**src/rtl/apb_pkg.sv**
```systemverilog
// Shared state encoding, default address map and slave slot names for the
// APB master bridge.
package apb_pkg;

    typedef enum logic [1:0] {IDLE, SETUP, ACCESS, DERR} apb_state_e;

    localparam logic [31:0] SLV_BASE      = 32'h1000_0000;
    localparam int          SLV_SPAN_LOG2 = 12;

    localparam int RAM  = 0;
    localparam int GPO  = 1;
    localparam int GPI  = 2;
    localparam int GPIO = 3;

endpackage

```
**src/rtl/apb_addr_decoder.sv**
```systemverilog
// Combinational address decoder: maps a byte address onto one of NUM_SLV
// equal-sized windows above SLV_BASE, giving a one-hot select, index and hit.
module apb_addr_decoder #(
    parameter int                NUM_SLV       = 4,
    parameter int                ADDR_W        = 32,
    parameter logic [ADDR_W-1:0] SLV_BASE      = apb_pkg::SLV_BASE,
    parameter int                SLV_SPAN_LOG2 = apb_pkg::SLV_SPAN_LOG2,
    parameter int                IDX_W         = (NUM_SLV > 1) ? $clog2(NUM_SLV) : 1
) (
    input  logic [ADDR_W-1:0]  addr,
    output logic [NUM_SLV-1:0] sel,
    output logic [IDX_W-1:0]   idx,
    output logic               hit
);

    logic [ADDR_W-1:0] slot;

    always_comb begin
        // NOTE: every output gets a default before any branch, so no path
        // leaves a signal unassigned and no latch is inferred.
        sel  = '0;
        idx  = '0;
        hit  = 1'b0;
        slot = (addr - SLV_BASE) >> SLV_SPAN_LOG2;
        // The lower-bound test matters: below the base the subtraction wraps.
        if (addr >= SLV_BASE && slot < ADDR_W'(NUM_SLV)) begin
            hit      = 1'b1;
            idx      = IDX_W'(slot);
            sel[idx] = 1'b1;
        end
    end

endmodule

```
**src/rtl/apb_master_nslv.sv**
```systemverilog
// APB3 master bridge: one CPU request at a time onto NUM_SLV decoded slaves,
// with wait states, PSLVERR forwarding and decode errors. Defining
// APB_TIMEOUT_EN adds an abort of ACCESS phases that exceed TIMEOUT_CYC.
module apb_master_nslv
    import apb_pkg::apb_state_e, apb_pkg::IDLE, apb_pkg::SETUP, apb_pkg::ACCESS, apb_pkg::DERR;
#(
    parameter int                NUM_SLV       = 4,
    parameter int                ADDR_W        = 32,
    parameter int                DATA_W        = 32,
    parameter logic [ADDR_W-1:0] SLV_BASE      = apb_pkg::SLV_BASE,
    parameter int                SLV_SPAN_LOG2 = apb_pkg::SLV_SPAN_LOG2,
    parameter int                TIMEOUT_CYC   = 16
) (
    input  logic                      PCLK,
    input  logic                      PRESET,
    input  logic                      req,
    input  logic                      write,
    input  logic [ADDR_W-1:0]         addr,
    input  logic [DATA_W-1:0]         wdata,
    output logic [DATA_W-1:0]         rdata,
    output logic                      ready,
    output logic                      err,
    output logic                      busy,
    output logic [ADDR_W-1:0]         PADDR,
    output logic                      PWRITE,
    output logic [DATA_W-1:0]         PWDATA,
    output logic                      PENABLE,
    output logic [NUM_SLV-1:0]        PSEL,
    input  logic [NUM_SLV*DATA_W-1:0] PRDATA,
    input  logic [NUM_SLV-1:0]        PREADY,
    input  logic [NUM_SLV-1:0]        PSLVERR
);

    localparam int IDX_W = (NUM_SLV > 1) ? $clog2(NUM_SLV) : 1;

    apb_state_e         state;
    logic [IDX_W-1:0]   idx_q;
    logic [NUM_SLV-1:0] dec_sel;
    logic [IDX_W-1:0]   dec_idx;
    logic               dec_hit;

    logic               pready_sel;
    logic               pslverr_sel;
    logic [DATA_W-1:0]  prdata_sel;

`ifdef APB_TIMEOUT_EN
    localparam int              TO_W    = $clog2(TIMEOUT_CYC + 1);
    localparam logic [TO_W-1:0] TO_LAST = TO_W'(TIMEOUT_CYC - 1);
    logic [TO_W-1:0] tcnt;
`else
    localparam int unused_timeout_cyc = TIMEOUT_CYC;
`endif

    apb_addr_decoder #(
        .NUM_SLV       (NUM_SLV),
        .ADDR_W        (ADDR_W),
        .SLV_BASE      (SLV_BASE),
        .SLV_SPAN_LOG2 (SLV_SPAN_LOG2),
        .IDX_W         (IDX_W)
    ) u_dec (
        .addr (addr),
        .sel  (dec_sel),
        .idx  (dec_idx),
        .hit  (dec_hit)
    );

    // Only the addressed slave's response is ever looked at.
    assign pready_sel  = PREADY[idx_q];
    assign pslverr_sel = PSLVERR[idx_q];
    assign prdata_sel  = PRDATA[idx_q*DATA_W +: DATA_W];

    always_ff @(posedge PCLK) begin
        // NOTE: all registered state uses non-blocking assignment so every
        // read in this block sees the value from before the clock edge.
        if (!PRESET) begin
            state   <= IDLE;
            idx_q   <= '0;
            PSEL    <= '0;
            PENABLE <= 1'b0;
            PADDR   <= '0;
            PWRITE  <= 1'b0;
            PWDATA  <= '0;
            ready   <= 1'b0;
            err     <= 1'b0;
            rdata   <= '0;
            busy    <= 1'b0;
`ifdef APB_TIMEOUT_EN
            tcnt    <= '0;
`endif
        end else begin
            ready <= 1'b0;
            err   <= 1'b0;
            rdata <= '0;
            case (state)
                IDLE: begin
                    if (req) begin
                        PADDR  <= addr;
                        PWRITE <= write;
                        if (write) PWDATA <= wdata;
                        idx_q  <= dec_idx;
                        busy   <= 1'b1;
                        if (dec_hit) begin
                            PSEL  <= dec_sel;
                            state <= SETUP;
                        end else begin
                            state <= DERR;
                        end
                    end
                end
                SETUP: begin
                    PENABLE <= 1'b1;
                    state   <= ACCESS;
`ifdef APB_TIMEOUT_EN
                    tcnt    <= '0;
`endif
                end
                ACCESS: begin
                    // A slave answering on the last permitted cycle still completes.
                    if (pready_sel) begin
                        PSEL    <= '0;
                        PENABLE <= 1'b0;
                        busy    <= 1'b0;
                        ready   <= 1'b1;
                        err     <= pslverr_sel;
                        rdata   <= PWRITE ? '0 : prdata_sel;
                        state   <= IDLE;
                    end
`ifdef APB_TIMEOUT_EN
                    else if (tcnt == TO_LAST) begin
                        PSEL    <= '0;
                        PENABLE <= 1'b0;
                        busy    <= 1'b0;
                        ready   <= 1'b1;
                        err     <= 1'b1;
                        state   <= IDLE;
                    end else begin
                        tcnt <= tcnt + TO_W'(1);
                    end
`endif
                end
                DERR: begin
                    busy  <= 1'b0;
                    ready <= 1'b1;
                    err   <= 1'b1;
                    state <= IDLE;
                end
                default: state <= IDLE;
            endcase
        end
    end

endmodule

```
**config.mk**
```make
export PLATFORM = sky130hd
export DESIGN_NAME = apb_master_nslv
export DESIGN_NICKNAME = d
export VERILOG_FILES = /design/src/rtl/apb_pkg.sv /design/src/rtl/apb_addr_decoder.sv /design/src/rtl/apb_master_nslv.sv
export SDC_FILE = /design/constraint.sdc
export NUM_CORES = 1
export LEC_CHECK = 0
export CAP_MARGIN = 25
export CORE_AREA = 2 2 119 121
export DETAILED_ROUTE_END_ITERATION = 16
export DIE_AREA = 0 0 121 123
export GPL_ROUTABILITY_DRIVEN = 1
export PLACE_DENSITY = 0.77
export SLEW_MARGIN = 10
export SYNTH_ARGS = -nofsm -noshare
export SYNTH_HDL_FRONTEND = slang
export SYNTH_SLANG_ARGS = --single-unit
```
**constraint.sdc**
```tcl
create_clock -name PCLK -period 2.6 [get_ports PCLK]
set_input_delay 0.52 -clock PCLK [delete_from_list [all_inputs] [get_ports PCLK]]
set_output_delay 0.52 -clock PCLK [all_outputs]
set_load 0.005 [all_outputs]
```
==> results.sh, run 1 <==
export IMPL_fillers=1147
export IMPL_clock_skew_ns=0.00762
export IMPL_startpoint="addr[14]"
export IMPL_fin_tns_setup_ns=0
export IMPL_syn_cell_area_um2=4620
export IMPL_grt_pass1_vias=4515
export IMPL_criticalPathCategory="primary input to flop"
export IMPL_worst_slew_margin_rel_pct=75.1
export IMPL_start_kind="primary input"
export IMPL_endpoint_kind="flop"
export IMPL_setup_ws_ns=0.497
export IMPL_clk_latency_ns=0.34
export IMPL_hp_class="flop to flop"
export IMPL_cts_buffers=9
export IMPL_outcome="complete, no violations"
export IMPL_hold_violations=0
export IMPL_floorplan_initialDensity_pct=33.9
export IMPL_rr_worst_depth=4
export IMPL_final_core_util_pct=59.8
export IMPL_ant_nets=0
export IMPL_cts_max_path_buffers=2
export IMPL_dr_pass1_iters=4
export IMPL_critical_path_max_fanout=8
export IMPL_dieWidth_um=121
export IMPL_cts_hold_buf=0
export IMPL_r2r_start="idx_q[0]"
export IMPL_overflow=0
export IMPL_worst_hold_path_endpoint="PWDATA[27]"
export IMPL_antenna_found_initial=0
export IMPL_netlist_area_leader_share_pct=47.3
export IMPL_postCtsSetupBuffers=0
export IMPL_place_congestion=0.783
export IMPL_fmax_ghz=0.476
export IMPL_rows=43
export IMPL_synth_nets=660
export IMPL_n_antenna_cell=0
export IMPL_fp_dieH_um=123
export IMPL_synth_cell_type_count=33
export IMPL_layout_drive_gt1_share_pct=8.61
export IMPL_nets=956
export IMPL_r2r_slack_ns=0.96
export IMPL_core_area_um2=13600
export IMPL_holdPathStages=2
export IMPL_track_usage_pct=20.7
export IMPL_vias=4442
export IMPL_layout_min_cycle_time_ns=2.10
export IMPL_clockRootBuffer="clkbuf_16"
export IMPL_r2r_end="rdata[2]"
export IMPL_grt_max_degree=39
export IMPL_dp_slack_ns=0.122
export IMPL_leakagePower_nw=2.83
export IMPL_cts_htree_levels=3
export IMPL_rsz0062_at_grt="no"
export IMPL_power_density_nw_per_um2=469
export IMPL_min_from="PWDATA[27]"
export IMPL_ctsResizeCount=0
export IMPL_post_route_period_util_pct=80.9
export IMPL_ys_seq_area_share_pct=47.3
export IMPL_yosys_area_top_type="dfxtp_1"
export IMPL_vias_per_cell=4.75
export IMPL_worstPathArrival_ns=2.37
export IMPL_synth_seq_cells=109
export IMPL_fp_dieArea_um2=14900
export IMPL_multi_input_area_um2=2270
export IMPL_grt_pass1_wl_um=23800
export IMPL_slew_viol_final=0
export IMPL_avgRoutedWirePerCell_um=17.2
export IMPL_worstPathRequired_ns=2.87
export IMPL_max_vdd_ir_drop_mv=0.326
export IMPL_clk_pin_slew_ns=0.06
export IMPL_place_hpwl_um=12800
export IMPL_clock_sinks=109
export IMPL_ys_warnings_count=0
export IMPL_drt_wl_total_um=16100
export IMPL_syn_to_final_growth_pct=76.4
export IMPL_regArea_um2=2180
export IMPL_worstMarginPinSlew_ns=0.373
export IMPL_syn_avg_cell_area_um2=10.1
export IMPL_drv_cap=0
export IMPL_synth_area_top_cells="dfxtp_1, mux4_2, nand2_1"
export IMPL_synth_cells=456
export IMPL_io_buffer_count=308
export IMPL_finalSetupViolCount=0
export IMPL_drt_iter0_markers=184
export IMPL_cts_tree="yes"
export IMPL_num_io_pins=309
export IMPL_drc=0
[layer usage]
| layer | global-route usage (%) | vias up | routed length, um |
|---|---|---|---|
| met5 | 0 | - | 0 |
| met2 | 36.1 | 162 | 8330 |
| met4 | 9.45 | 0 | 515 |
| met1 | 24.0 | 2098 | 6150 |
| met3 | 4.94 | 39 | 1100 |
| li1 | - | 2143 | - |
[power by group]
part / leakage (nW) / switching (mW) / internal [mW] / total, mW
Clock: 0.139 / 0.561 / 0.762 / 1.32
Sequential: 0.888 / 0.0384 / 1.74 / 1.78
Combinational: 1.81 / 0.229 / 0.490 / 0.719
[cell usage in the layout, fill, tap and decap left out, types with 2 or more instances in the layout]
| cell type | Yosys | final |
|---|---|---|
| a21boi_0 | 58 | 58 |
| a21boi_1 | 8 | 8 |
| a21oi_1 | 3 | 3 |
| and2_1 | 3 | 3 |
| buf_4 | 0 | 11 |
| clkbuf_1 | 21 | 2 |
| clkbuf_16 | 0 | 9 |
| clkdlybuf4s50_1 | 0 | 307 |
| dfxtp_1 | 109 | 108 |
| mux2i_1 | 2 | 2 |
| mux4_2 | 34 | 34 |
| nand2_1 | 139 | 139 |
| nand3_1 | 2 | 2 |
| nand4_1 | 4 | 4 |
| nor2_1 | 2 | 2 |
| nor2b_1 | 37 | 37 |
| nor4_1 | 2 | 2 |
| o21ai_0 | 3 | 3 |
[worst max-delay path, stage by stage]
cell and delay, ns:
clkdlybuf4s50_1 0.42, or4_4 0.54, nor3_2 0.12, and4_1 0.36
o31a_2 0.22, mux2i_1 0.19
[area by class of cell]
type | count | area share (%)
Timing Repair Buffer | 320 | 39.1
Tap cell | 180 | 2.77
Multi-Input combinational cell | 311 | 27.9
Sequential cell | 109 | 26.8
Inverter | 1 | 0.0461
Clock inverter | 2 | 0.430
Clock buffer | 12 | 3.03
[Yosys cell counts, drive strengths merged]
cell type  instances
nor4               2
o21ai              3
nor3b              1
or4                1
o31a               1
and4               1
nand2            139
o311a              1
dfxtp            109
a21oi              3
o21a               1
mux4              34
nand4              4
mux2i              2
nand3b             1
nor3               1
or2                1
nor4b              1
nor2               2
nor2b             38
nand3              2
buf               14
nand4b             1
o2bb2ai            1
inv                1
a21boi            66
and3               1
and2               3
clkbuf            21
[how the worst max path moves through the flow]
stage,endpoint,slack [ns]
final,PSEL[1],0.50
after global routing,PSEL[1],0.38
after CTS,PSEL[1],0.49
after detailed placement,PSEL[1],0.12
after global placement,state[1],0.19
after floorplan,state[1],0.75
[cell families (layout without fill, tap and decap cells)]
family	after synthesis	in the layout	synth area share, %
compound gates	76	76	12.2
buf+inv	36	335	3.55
flops	109	109	47.3
mux	36	36	17.0
simple gates	199	199	20.0
[per-stage QoR]
step / instance area (um^2) / std cells / hold slack [ns] / total power, mW
final: 8140 / 935 / 0.459 / 3.82
after global routing: 8140 / 935 / 0.472 / 3.99
after CTS: 8140 / 935 / 0.456 / 3.87
after detailed placement: 7860 / 921 / 0.447 / 2.54
after global placement: 7860 / 921 / 0.442 / 2.52
after floorplan: 4620 / 456 / 0.451 / 2.02
[registers in the layout, indices dropped and copies added, names as in the netlist]
register and cells:
PENABLE 1, ready 1, PSEL 4, busy 1
rdata 32, PWDATA 32, PADDR 32, err 1
state 2, PWRITE 1, idx_q 2
(Power assumes the default switching activity.)
==> run 2, diff against run 1 <==
- CORE_AREA: 2 2 119 121 -> unset
- CORE_UTILIZATION: unset -> 32
- DIE_AREA: 0 0 121 123 -> unset
- PLACE_DENSITY: 0.77 -> 0.76
- clock period: 2.6 -> 1.8 ns (I/O delays scaled with it)
==> results.sh, run 2 (synthesized netlist as in run 1, its figures left out) <==
export IMPL_layout_common_cells="clkdlybuf4s50_1, nand2_1, dfxtp_1"
export IMPL_drc=0
export IMPL_worst_slew_margin_rel_pct=73.7
export IMPL_clockRootBuffer="clkbuf_16"
export IMPL_fmax_ghz=0.574
export IMPL_outcome="complete, no violations"
export IMPL_cts_buffers=9
export IMPL_start_kind="primary input"
export IMPL_place_congestion=0.775
export IMPL_worstPathArrival_ns=1.97
export IMPL_rows=43
export IMPL_clk_latency_ns=0.35
export IMPL_placed_area_um2=7960
export IMPL_pwr_share_comb_pct=18.8
export IMPL_core_area_um2=14000
export IMPL_fp_dieH_um=122
export IMPL_drv_cap=0
export IMPL_grt_pass1_vias=4577
export IMPL_ant_nets=0
export IMPL_cts_max_path_buffers=2
export IMPL_clock_skew_ns=0.00615
export IMPL_nets=961
export IMPL_p_int_mw=4.39
export IMPL_regArea_um2=2180
export IMPL_power_density_nw_per_um2=680
export IMPL_overflow=0
export IMPL_syn_to_final_growth_pct=79.2
export IMPL_finalSetupViolCount=0
export IMPL_worstMarginPinSlew_ns=0.389
export IMPL_hp_class="primary input to flop"
export IMPL_layout_drive_gt1_share_pct=9.72
export IMPL_worstPathRequired_ns=2.03
export IMPL_drt_iter0_markers=228
export IMPL_vias=4468
export IMPL_rsz0062_at_grt="no"
export IMPL_max_vdd_ir_drop_mv=0.598
export IMPL_multi_input_area_um2=2280
export IMPL_critical_path_max_fanout=4
export IMPL_fillers=1182
export IMPL_floorplan_initialDensity_pct=33.0
export IMPL_dr_pass1_iters=4
export IMPL_layout_min_cycle_time_ns=1.74
export IMPL_grt_max_degree=43
export IMPL_avgRoutedWirePerCell_um=17.0
export IMPL_dieWidth_um=122
export IMPL_pwr_share_seq_pct=45.8
export IMPL_slew_viol_final=0
export IMPL_criticalPathCategory="primary input to flop"
export IMPL_postCtsSetupBuffers=0
export IMPL_clock_sinks=109
export IMPL_cpMaxStageDelayCell="clkdlybuf4s50_1"
export IMPL_n_antenna_cell=0
export IMPL_leakagePower_nw=2.90
export IMPL_final_cells=941
export IMPL_post_route_period_util_pct=96.7
export IMPL_track_usage_pct=20.6
export IMPL_fp_dieArea_um2=14900
export IMPL_place_hpwl_um=12500
export IMPL_p_clk_share_pct=35.5
export IMPL_drt_wl_total_um=16000
export IMPL_final_common_cell="clkdlybuf4s50_1"
export IMPL_grt_pass1_wl_um=23300
export IMPL_endpoint_kind="flop"
export IMPL_hold_violations=0
export IMPL_dp_cells=926
export IMPL_fin_tns_setup_ns=0
export IMPL_reg_top3="PADDR (32), PWDATA (32), rdata (32)"
export IMPL_crit_chain="clkdlybuf4s50_1, nor4b_1, buf_4, and4_4, nor2b_2, o311a_1"
export IMPL_clk_pin_slew_ns=0.06
export IMPL_swShare_pct=22.1
export IMPL_slowest_delay_ns=0.42
export IMPL_cts_htree_levels=3
export IMPL_fin_area_um2=8270
export IMPL_num_io_pins=309
export IMPL_switching_power_mw=1.24
export IMPL_antenna_found_initial=0
export IMPL_cts_tree="yes"
export IMPL_vias_per_cell=4.75
export IMPL_io_buffer_count=308
run 2: changes by cell type in the layout (fill, tap and decap cells not counted), sizes merged:
| cell | previous run | this run |
|---|---|---|
| clkinv | 1 | 2 |
| clkbuf | 12 | 11 |
| clkdlybuf4s50 | 307 | 304 |
| dlygate4sd2 | 0 | 3 |
| clkinvlp | 0 | 1 |
| buf | 13 | 18 |
run 2: critical path: cells and delay by family:
family / cells / cell delay, ns
AO/OA/AOI/OAI: 1 / 0.27
buffers and inverters: 2 / 0.60
AND/OR/NAND/NOR: 3 / 0.74
run 2: final cells by class:
type,count,area share [%]
sequential,109,26.4
clock buffer,11,3.06
clock inverter,4,0.575
multi-input combinational,311,27.6
timing repair buffer,325,39.7
inverter,1,0.0454
tap,180,2.72
run 2: layer usage:
| layer | GRT usage, % | share of wire (%) | wire length [um] |
|---|---|---|---|
| met2 | 38.3 | 53 | 8500 |
| met1 | 21.9 | 38 | 6020 |
| met3 | 5.52 | 6.9 | 1110 |
| met4 | 7.93 | 2.2 | 354 |
| met5 | 0 | 0 | 0 |
run 2: worst paths after layout:
check / start / endpoint / slack [ns] / cells after the start
setup reg to reg: idx_q[0] / busy / 0.19 / 6
hold reg to reg: PWDATA[20] / PWDATA[20] / 0.46 / 2
hold / removal: PRESET / state[1] / 0.40 / 2
setup / recovery: addr[25] / state[1] / 0.06 / 6
run 2: timing repair:
action                     4_1_cts  5_1_grt
hold buffers                     0        0
pin swaps                        3        2
resized for setup                9        0
setup endpoints to repair        5        5
run 2: power groups by stage:
stage          clock [mW]  combinational [mW]  sequential (mW)
2_1_floorplan           0               0.297             2.63
3_3_place_gp            0                1.04             2.62
3_5_place_dp            0                1.06             2.63
4_1_cts              2.07                1.07             2.57
5_1_grt              2.14                1.13             2.59
6_report             2.00                1.06             2.58
run 2: stage by stage:
stage	power (mW)	worst slack [ns]	util, %	hold slack, ns
after floorplan	2.92	0.107	-	0.451
after global placement	3.66	-0.394	56.9	0.443
after detailed placement	3.69	-0.444	56.9	0.452
after CTS	5.71	0.0423	59.1	0.395
after global routing	5.86	0.00464	59.1	0.401
final	5.63	0.0588	59.1	0.402
==> run 3, diff against run 2 <==
- PLACE_DENSITY: 0.76 -> 0.79
==> results.sh, run 3 (synthesized netlist as in run 1, its figures left out) <==
export IMPL_outcome="complete, no violations"
export IMPL_r2r_slack_ns=0.20
export IMPL_cts_htree_levels=3
export IMPL_place_hpwl_um=12300
export IMPL_multi_input_area_um2=2280
export IMPL_post_route_period_util_pct=94.4
export IMPL_layout_min_cycle_time_ns=1.70
export IMPL_worstPathRequired_ns=2.03
export IMPL_floorplan_initialDensity_pct=33.0
export IMPL_rows=43
export IMPL_drt_wl_total_um=15700
export IMPL_avgRoutedWirePerCell_um=16.8
export IMPL_clk_pin_slew_ns=0.07
export IMPL_met3_usage_pct=6.18
export IMPL_start_kind="primary input"
export IMPL_grt_max_degree=36
export IMPL_criticalPathCategory="primary input to flop"
export IMPL_layout_common_cells="clkdlybuf4s50_1, nand2_1, dfxtp_1"
export IMPL_worstMarginPinSlew_ns=0.378
export IMPL_crit_chain="clkdlybuf4s50_1, or4_4, nor3_4, and4_4, nor2b_2, o311a_1"
export IMPL_worstPathArrival_ns=1.93
export IMPL_vias=4418
export IMPL_dr_pass1_iters=4
export IMPL_hp_class="primary input to flop"
export IMPL_place_congestion=0.725
export IMPL_r2r_end="busy"
export IMPL_slew_viol_final=0
export IMPL_cpMaxStageDelayCell="or4_4"
export IMPL_final_common_cell="clkdlybuf4s50_1"
export IMPL_clk_latency_ns=0.35
export IMPL_reg_top3="PADDR (32), PWDATA (32), rdata (32)"
export IMPL_drt_iter0_markers=115
export IMPL_dieWidth_um=122
export IMPL_syn_to_final_growth_pct=79.2
export IMPL_worst_slew_margin_rel_pct=74.6
export IMPL_dp_slack_ns=-0.439
export IMPL_fin_area_um2=8270
export IMPL_n_antenna_cell=0
export IMPL_slowest_delay_ns=0.44
export IMPL_grt_pass1_wl_um=23200
export IMPL_vias_per_cell=4.71
export IMPL_grtUsageMet2_pct=38.3
export IMPL_hold_violations=0
export IMPL_fillers=1179
export IMPL_rr_worst_depth=6
export IMPL_overflow=0
export IMPL_io_buffer_count=308
export IMPL_p_total_mw=5.58
export IMPL_cts_buffers=9
export IMPL_track_usage_pct=20.6
export IMPL_drc=0
export IMPL_cts_hold_buf=0
export IMPL_leakagePower_nw=2.91
export IMPL_ant_nets=0
export IMPL_clock_sinks=109
export IMPL_clockRootBuffer="clkbuf_16"
export IMPL_critical_path_max_fanout=4
export IMPL_antenna_found_initial=0
export IMPL_core_area_um2=14000
export IMPL_max_vdd_ir_drop_mv=0.544
export IMPL_fmax_ghz=0.588
export IMPL_rsz0062_at_grt="no"
export IMPL_layout_drive_gt1_share_pct=9.22
export IMPL_cts_max_path_buffers=2
export IMPL_cts_tree="yes"
export IMPL_postCtsSetupBuffers=0
export IMPL_fp_dieH_um=122
export IMPL_setup_ws_ns=0.100
export IMPL_power_density_nw_per_um2=674
export IMPL_regArea_um2=2180
export IMPL_met1_usage_pct=22.4
export IMPL_fp_dieArea_um2=14900
export IMPL_critPathCapture="state[1]"
export IMPL_endpoint_kind="flop"
export IMPL_startpoint="addr[14]"
export IMPL_finalSetupViolCount=0
export IMPL_clock_skew_ns=0.00821
export IMPL_r2r_start="idx_q[0]"
export IMPL_busiest_layer="met2"
export IMPL_min_from="addr[16]"
export IMPL_num_io_pins=309
export IMPL_grt_pass1_vias=4422
export IMPL_placed_area_um2=7970
export IMPL_nets=960
export IMPL_drv_cap=0
run 3: changes by cell type in the layout (fill, tap and decap cells not counted), sizes merged:
| cell | previous run | this run |
|---|---|---|
| dlygate4sd2 | 3 | 0 |
| dlymetal6s2s | 0 | 3 |
| buf | 18 | 17 |
| clkbuf | 11 | 12 |
| clkinv | 2 | 1 |
| clkinvlp | 1 | 0 |
run 3: worst max-delay path: cells and delay by family:
kind | cells | cell delay (ns)
compound gates | 1 | 0.27
buf+inv | 1 | 0.43
simple gates | 4 | 0.87
run 3: worst min-delay path by stage:
stage	slack (ns)	cells past startpoint	endpoint
finish	0.32	3	PADDR[16]
global route	0.32	3	PADDR[20]
CTS	0.40	2	state[1]
detailed placement	0.45	2	PWDATA[27]
global placement	0.44	2	PWDATA[30]
floorplan	0.45	2	PSEL[1]
run 3: timing repair:
item | CTS | global route
gates resized for setup | 4 | 5
gates cloned | 0 | 0
endpoints found under the setup margin | 5 | 7
pin swaps | 0 | 2
endpoints found under the hold margin | 0 | 0
run 3: through the flow:
step	cells	utilization, %	hold slack (ns)	setup TNS (ns)
floorplan	456	-	0.451	0
CTS	939	59.0	0.402	0
global placement	925	57.0	0.442	-5.38
global route	939	59.1	0.318	0
detailed placement	925	57.0	0.448	-8.89
finish	939	59.1	0.321	0
run 3: layout make-up:
| type | count | share of cell area, % |
|---|---|---|
| clock buffers | 12 | 2.98 |
| flip-flops and latches | 109 | 26.4 |
| well taps | 180 | 2.72 |
| multi-input cells | 311 | 27.6 |
| repair buffers | 324 | 39.9 |
| clock inverters | 2 | 0.424 |
| inverters | 1 | 0.0454 |
run 3: where the power goes:
part           leakage, nW  internal, mW  switching, mW  total, mW
sequential           0.888          2.52         0.0581       2.57
combinational         1.89         0.736          0.336       1.07
clock                0.139          1.10          0.829       1.93
run 3: routing by layer:
| metal | routed length (um) | vias to the layer above |
|---|---|---|
| met5 | 0 | - |
| met4 | 236 | 0 |
| met3 | 961 | 16 |
| met2 | 8530 | 145 |
| met1 | 6010 | 2100 |
| li1 | - | 2157 |
